### src/rtl/dap_ahb_mem_bridge.sv
// dap_ahb_mem_bridge
// AHB-Lite slave front-end for DAP peripheral register blocks. An accepted
// address phase is latched and replayed in the data phase on a single-cycle
// memory-style register interface, with byte strobes derived from size and
// address. Illegal transfers get the two-cycle AHB ERROR response.
//
// Ports
//   clk, reset        : clock, synchronous active-high reset
//   HSEL..HREADY      : AHB-Lite slave inputs (address/control, write data)
//   HREADYOUT, HRESP  : slave ready / response
//   HRDATA            : read data back to the bus
//   ahb_write_en      : one-cycle register write strobe
//   ahb_read_en       : register read enable
//   ahb_addr          : latched register byte address (ADDRWIDTH bits)
//   ahb_wdata         : write data, HWDATA passed through
//   ahb_byte_strobe   : byte lane enables
//   ahb_rdata         : read data from the register block (combinational)
module dap_ahb_mem_bridge #(
  parameter int unsigned ADDRWIDTH = 12,
  parameter bit          READ_WAIT = 1'b0
) (
  input  logic                 clk,
  input  logic                 reset,
  input  logic                 HSEL,
  input  logic [31:0]          HADDR,
  input  logic [1:0]           HTRANS,
  input  logic                 HWRITE,
  input  logic [2:0]           HSIZE,
  input  logic [31:0]          HWDATA,
  input  logic                 HREADY,
  output logic                 HREADYOUT,
  output logic                 HRESP,
  output logic [31:0]          HRDATA,
  output logic                 ahb_write_en,
  output logic                 ahb_read_en,
  output logic [ADDRWIDTH-1:0] ahb_addr,
  output logic [31:0]          ahb_wdata,
  output logic [3:0]           ahb_byte_strobe,
  input  logic [31:0]          ahb_rdata
);

  typedef enum logic [2:0] {
    ST_IDLE   = 3'd0,
    ST_ACCESS = 3'd1,
    ST_RWAIT  = 3'd2,
    ST_ERR1   = 3'd3,
    ST_ERR2   = 3'd4
  } state_t;

  state_t state_q;
  state_t state_d;

  logic                 vld_p0;
  logic                 legal_p0;
  logic [3:0]           strb_p0;
  logic                 stall;
  logic [ADDRWIDTH-1:0] addr_p1;
  logic                 write_p1;
  logic [3:0]           strb_p1;
  logic [31:0]          rdata_p2;
  logic                 unused_inputs;

  function automatic logic transfer_legal(input logic [2:0] size, input logic [1:0] lane);
    case (size)
      3'd0:    transfer_legal = 1'b1;
      3'd1:    transfer_legal = ~lane[0];
      3'd2:    transfer_legal = (lane == 2'b00);
      default: transfer_legal = 1'b0;
    endcase
  endfunction

  function automatic logic [3:0] byte_strobe(input logic [2:0] size, input logic [1:0] lane);
    case (size)
      3'd0:    byte_strobe = 4'b0001 << lane;
      3'd1:    byte_strobe = 4'b0011 << {lane[1], 1'b0};
      3'd2:    byte_strobe = 4'b1111;
      default: byte_strobe = 4'b0000;
    endcase
  endfunction

  // Address bits above the register window and HTRANS[0] are not decoded.
  assign unused_inputs = ^{HADDR[31:ADDRWIDTH], HTRANS[0]};

  // RWAIT and ERR1 are the only cycles that hold the bus; a new address
  // phase cannot be taken there even if HREADY is not wired back to us.
  assign stall = (state_q == ST_RWAIT) || (state_q == ST_ERR1);

  // ---- address phase (p0) ----
  assign vld_p0   = HSEL & HREADY & HTRANS[1] & ~stall;
  assign legal_p0 = transfer_legal(HSIZE, HADDR[1:0]);
  assign strb_p0  = byte_strobe(HSIZE, HADDR[1:0]);

  always_ff @(posedge clk) begin
    if (reset) begin
      state_q <= ST_IDLE;
    end else begin
      state_q <= state_d;
    end
  end

  always_ff @(posedge clk) begin
    if (reset) begin
      addr_p1  <= '0;
      write_p1 <= 1'b0;
      strb_p1  <= 4'b0000;
    end else if (vld_p0) begin
      addr_p1  <= HADDR[ADDRWIDTH-1:0];
      write_p1 <= HWRITE;
      strb_p1  <= strb_p0;
    end
  end

  // ---- data phase (p1) / registered read data (p2) ----
  always_ff @(posedge clk) begin
    if (state_q == ST_RWAIT) begin
      rdata_p2 <= ahb_rdata;
    end
  end

  always_comb begin
    state_d = state_q;
    case (state_q)
      ST_RWAIT: state_d = ST_ACCESS;
      ST_ERR1:  state_d = ST_ERR2;
      default: begin
        if (vld_p0) begin
          if (!legal_p0) begin
            state_d = ST_ERR1;
          end else if (READ_WAIT && !HWRITE) begin
            state_d = ST_RWAIT;
          end else begin
            state_d = ST_ACCESS;
          end
        end else begin
          state_d = ST_IDLE;
        end
      end
    endcase
  end

  // Enables are masked by reset so a data phase caught by reset never commits.
  always_comb begin
    HREADYOUT    = ~stall;
    HRESP        = 1'b0;
    HRDATA       = 32'h0;
    ahb_write_en = 1'b0;
    ahb_read_en  = 1'b0;
    case (state_q)
      ST_ACCESS: begin
        if (write_p1) begin
          ahb_write_en = ~reset;
        end else begin
          ahb_read_en = ~reset;
          if (!reset) begin
            HRDATA = READ_WAIT ? rdata_p2 : ahb_rdata;
          end
        end
      end
      ST_RWAIT: ahb_read_en = ~reset;
      ST_ERR1:  HRESP = 1'b1;
      ST_ERR2:  HRESP = 1'b1;
      default:  ;
    endcase
  end

  assign ahb_addr        = addr_p1;
  assign ahb_byte_strobe = strb_p1;
  assign ahb_wdata       = HWDATA;

endmodule

### config.mk
export PLATFORM = sky130hd
export DESIGN_NAME = dap_ahb_mem_bridge
export DESIGN_NICKNAME = d
export VERILOG_FILES = /design/src/rtl/dap_ahb_mem_bridge.sv
export SDC_FILE = /design/constraint.sdc
export NUM_CORES = 1
export LEC_CHECK = 0
export BUFFER_PORTS_ARGS = -buffer_cell sky130_fd_sc_hd__buf_2
export CELL_PAD_IN_SITES_DETAIL_PLACEMENT = 1
export CELL_PAD_IN_SITES_GLOBAL_PLACEMENT = 1
export CORE_ASPECT_RATIO = 1.75
export CORE_UTILIZATION = 20
export CTS_CLUSTER_SIZE = 30
export DETAILED_ROUTE_END_ITERATION = 10
export PLACE_DENSITY_LB_ADDON = 0.15
export SYNTH_ARGS = -nofsm -noshare
export SYNTH_HDL_FRONTEND = slang
export SYNTH_SLANG_ARGS = --single-unit
### constraint.sdc
create_clock -name clk -period 3.6 [get_ports clk]
set_input_delay 0.72 -clock clk [delete_from_list [all_inputs] [get_ports clk]]
set_output_delay 0.72 -clock clk [all_outputs]
set_load 0.02 [all_outputs]
==> results of run 1 <==
==> cell type report <==
cell class | instances | area (um2) | area share (%)
repair buffers | 106 | 535.5 | 29.62
clock buffers | 3 | 75.07 | 4.152
flip-flops and latches | 20 | 400.4 | 22.15
inverters | 5 | 23.77 | 1.315
multi-input cells | 104 | 668.1 | 36.96
well taps | 84 | 105.1 | 5.813
==> logic make-up (layout without fill, tap and decap cells) <==
group,after synthesis,in the layout,synth area share [%]
flops,20,20,28.44
compound gates,45,45,21.07
buf+inv,48,114,24.09
simple gates,59,59,26.40
==> layer usage <==
| layer | share of wire [%] | vias up |
|---|---|---|
| met2 | 52 | 123 |
| met5 | 0 | - |
| met3 | 13 | 2 |
| li1 | - | 683 |
| met1 | 34 | 639 |
| met4 | 0.69 | 0 |
==> critical path, cell delays in order <==
cell	delay, ps
buf_2	260
nand2b_4	230
nor4_4	140
buf_4	280
and2_1	200
buf_2	180
==> stage by stage <==
stage               setup WS (ps)  power (W)  cell area, um2
floorplan                    1282  0.0003375            1408
global placement            804.0  0.0003317            1733
detailed placement          804.8  0.0003321            1733
CTS                         806.3  0.0005692            1808
global route                746.7  0.0005835            1808
finish                      850.0  0.0005529            1808
==> flip-flops by register name, indices dropped and copies added (netlist names) <==
| register | cells |
|---|---|
| write_p1 | 1 |
| state_q | 3 |
| ahb_addr | 12 |
| ahb_byte_strobe | 4 |
==> cell usage after synthesis (3+ instances only) <==
| library cell | count | area (um2) |
|---|---|---|
| nand3_1 | 14 | 70.07 |
| and2_1 | 32 | 200.2 |
| dfxtp_1 | 20 | 400.4 |
| a21oi_1 | 10 | 50.05 |
| o21ai_1 | 5 | 25.02 |
| o21ai_0 | 8 | 40.04 |
| inv_1 | 4 | 15.01 |
| buf_4 | 32 | 240.2 |
| nor2_1 | 3 | 11.26 |
| clkbuf_2 | 4 | 20.02 |
| a21oi_2 | 6 | 52.55 |
==> power by group <==
part | switching (W) | leakage (nW) | internal, W | total, W
Combinational | 0.0000518 | 0.709 | 0.0000416 | 0.0000934
Sequential | 0.00000382 | 0.162 | 0.000228 | 0.000232
Clock | 0.0000813 | 0.0370 | 0.000146 | 0.000228
==> worst paths after layout <==
kind / start / slack [ps] / cells past startpoint / end
worst min-delay path: ahb_addr[8] / 470 / 2 / ahb_addr[8]
worst max-delay path: reset / 850 / 6 / HRDATA[10]
worst min register to register: ahb_addr[8] / 470 / 2 / ahb_addr[8]
worst max register to register: state_q[1] / 2240 / 5 / ahb_byte_strobe[2]
==> flow_metrics.tcl, run 1 <==
set metrics [dict create \
    grt.total_usage_pct 11.60 \
    hpwlAfterDp_mm 3.406 \
    start_util_pct 20.53 \
    wl_per_cell_um 13.95 \
    cts_buffers 3 \
    ys.flop_type "dfxtp_1" \
    met1_usage_pct 10.42 \
    period_share_pct 76.39 \
    syn_inst 172 \
    drc 0 \
    overflow 0 \
    whs_ps 466.8 \
    setup_viol 0 \
    critPathRequiredTime_ps 2880 \
    hp-class "reg -> reg" \
    die_x_um 65.42 \
    synth_cell_types 35 \
    drt-vias-per-instance 4.494 \
    worst_clock_skew_ps 3.644 \
    synth_area_per_cell_um2 8.184 \
    firstDrtPassIters 4 \
    area_growth_pct 28.44 \
    status "finished clean" \
    fmax_ghz 0.3636 \
    critPathArrivalTime_ps 2030 \
    powerDensity_nw_per_um2 305.8 \
    clkTransAtPathRegs_ps 50 \
    drv_cap 0 \
    cts.sinks 20 \
    num_rows 40 \
    period_needed_ps 2750 \
    use_met3_pct 5.141 \
    worst_pin_slew_ps 697.6 \
    drv_slew 0 \
    critPathLaunchType "input pin" \
    yosys_warnings 0 \
    finalNetCount 346 \
    vias 1447 \
    fill_cells 878 \
    async_flop_share_pct 0 \
    io_pins 190 \
    htree_levels 1 \
    p_leak_nw 0.9080 \
    drive_gt1_share_pct 51.68 \
    final_cell_mix "buf_2 (104), and2_1 (32), dfxtp_1 (20)" \
    clk_path_buf_depth 2 \
    gp_congestion 0.6917 \
    cts-root-buf "clkbuf_16" \
    final_common_cell "buf_2" \
    drtIter0Drc 20 \
    dp.cells 319 \
    rsz0062_at_grt "false" \
    dieArea_um2 7391 \
    core_um2 6857 \
    antenna_found_initial 0 \
    worst-path-max-fanout 32 \
    first_global_vias 1397 \
    fin_setup_tns_ps 0 \
    postCtsSetupBuffers 0 \
    die_h_um 113.0 \
    fin_util_pct 26.37 \
    end_kind "output pin" \
    synth-edff-count 0 \
    instances_no_fill 322 \
    grt_pass1_wl_mm 6.582 \
    final_hold_viol_count 0 \
    clk_latency_ps 250 \
    grt_max_degree 33 \
    drt_wl_total_mm 4.492 \
    timing.slew.headroom_pct 53.36 \
    num_antenna_cells 0 \
    cts_hold_buf 0 \
    cts_tree "built" \
    critical_path_class "in -> out" \
    antenna_left 0 \
    postCtsResizedCells 0 \
    ys_ff_latch 20 \
    syn_nets 278 \
    netlist_area_um2 1408 \
    busiest_layer "met2" \
    ir_drop_uv 164.1 \
    yosysSeqAreaShare_pct 28.44 \
    io_buffer_count 104 \
    grt_use_met2_pct 22.06 \
]
(Power assumes the default switching activity.)
==> run 2: changes to the inputs <==
--- a/config.mk
+++ b/config.mk
@@ -9,7 +9,7 @@
 export CELL_PAD_IN_SITES_DETAIL_PLACEMENT = 1
 export CELL_PAD_IN_SITES_GLOBAL_PLACEMENT = 1
 export CORE_ASPECT_RATIO = 1.75
-export CORE_UTILIZATION = 20
+export CORE_UTILIZATION = 19
 export CTS_CLUSTER_SIZE = 30
 export DETAILED_ROUTE_END_ITERATION = 10
 export PLACE_DENSITY_LB_ADDON = 0.15
==> constraint.sdc (replaced) <==
create_clock -name clk -period 2.9 [get_ports clk]
set_input_delay 0.58 -clock clk [delete_from_list [all_inputs] [get_ports clk]]
set_output_delay 0.58 -clock clk [all_outputs]
set_load 0.02 [all_outputs]
==> flow_metrics.tcl, run 2 (synthesis results as in run 1) <==
set metrics [dict create \
    die_h_um 115.9 \
    core_um2 7182 \
    die_x_um 67.07 \
    grt_pass1_wl_mm 6.589 \
    timing.slew.headroom_pct 53.86 \
    cp_top_family "simple AND/OR/NAND/NOR gates" \
    setup_viol 0 \
    critPathRequiredTime_ps 2320 \
    critPathLaunchType "flop" \
    drtIter0Drc 11 \
    period_share_pct 79.02 \
    antenna_found_initial 0 \
    first_global_vias 1362 \
    worst_slack_ps 608.5 \
    hp-class "reg -> reg" \
    drc 0 \
    fin_setup_tns_ps 0 \
    fin_util_pct 25.51 \
    worst_pin_slew_ps 690.1 \
    start_util_pct 19.60 \
    path_buf_inv 1 \
    cts-root-buf "clkbuf_16" \
    cts.sinks 20 \
    crit_chain "nor2b_2 -> nand2b_1 -> o21bai_1 -> buf_2" \
    grt.total_usage_pct 11.28 \
    vias 1443 \
    io_buffer_count 104 \
    worst-path-max-fanout 10 \
    rsz0062_at_grt "false" \
    clk_path_buf_depth 2 \
    slowest_stage "nor2b_2" \
    powerDensity_nw_per_um2 396.6 \
    io_pins 190 \
    ir_drop_uv 260.0 \
    cts_buffers 3 \
    drv_slew 0 \
    critPathArrivalTime_ps 1710 \
    gp_congestion 0.6854 \
    overflow 0 \
    grt_max_degree 33 \
    p_leak_nw 0.9199 \
    largest_reg_flops 12 \
    fmax_ghz 0.4364 \
    cts_tree "built" \
    antenna_left 0 \
    hpwlAfterDp_mm 3.550 \
    dieArea_um2 7770 \
    cpPeakStageDelay_ps 500 \
    drt-vias-per-instance 4.426 \
    postCtsSetupBuffers 0 \
    htree_levels 1 \
    critical_path_class "reg -> out" \
    pre_cts_slack_ps 675.3 \
    worst_clock_skew_ps 2.394 \
    num_rows 41 \
    period_needed_ps 2291 \
    num_antenna_cells 0 \
    wl_per_cell_um 14.07 \
    area_growth_pct 30.13 \
    status "finished clean" \
    drt_wl_total_mm 4.588 \
    clkTransAtPathRegs_ps 60 \
    final_hold_viol_count 0 \
    postCtsResizedCells 0 \
    final_common_cell "buf_2" \
    drive_gt1_share_pct 52.08 \
    drv_cap 0 \
    cts_hold_buf 0 \
    end_kind "output pin" \
    clk_latency_ps 250 \
    final_cell_mix "buf_2 (104), and2_1 (32), dfxtp_1 (20)" \
    firstDrtPassIters 3 \
    finalNetCount 347 \
]
[run 2: changes by cell type in the layout (fill, tap and decap cells not counted)]
cell      change
clkbuf_8      +1
buf_4         +1
[run 2: worst min-delay path: stages (launching register included)]
cell	delay [ps]
dfxtp_1	310
o21ai_2	60
a21oi_2	50
[run 2: worst paths after layout]
path                     from                 end  slack [ps]  depth (start not counted)
setup / recovery   state_q[1]         ahb_read_en         610                          4
hold / removal    ahb_addr[8]         ahb_addr[8]         470                          2
setup reg to reg   state_q[1]  ahb_byte_strobe[3]        1300                          4
hold reg to reg   ahb_addr[8]         ahb_addr[8]         470                          2
[run 2: layer usage]
metal / GRT usage, % / share of wire [%] / up-vias / wire length [um]
li1: - / - / 681 / -
met2: 21.47 / 51 / 125 / 2327
met4: 3.972 / 1.1 / 0 / 50
met3: 3.642 / 14 / 4 / 656
met5: 0 / 0 / - / 0
met1: 10.84 / 34 / 633 / 1554
[run 2: final cells by class]
class                           count  area, um2
Clock buffer                        4      88.84
Fill cell                         910       5350
Inverter                            5      23.77
Multi-Input combinational cell    104      668.1
Tap cell                           86      107.6
Sequential cell                    20      400.4
Timing Repair Buffer              107      543.0
[run 2: through the flow]
| step | instances | total power (W) | hold WS [ps] | area [um2] |
|---|---|---|---|---|
| after floorplan | 172 | 0.0004189 | 495.9 | 1408 |
| after global placement | 322 | 0.0004141 | 448.1 | 1743 |
| after detailed placement | 322 | 0.0004147 | 457.8 | 1743 |
| after CTS | 326 | 0.0007436 | 468.4 | 1832 |
| after global routing | 326 | 0.0007629 | 492.7 | 1832 |
| final | 326 | 0.0007266 | 469.5 | 1832 |
[run 2: where the power goes]
| part | switching, W | total, W | internal (W) |
|---|---|---|---|
| clock | 0.000110 | 0.000320 | 0.000211 |
| combinational | 0.0000659 | 0.000119 | 0.0000526 |
| sequential | 0.00000495 | 0.000288 | 0.000283 |
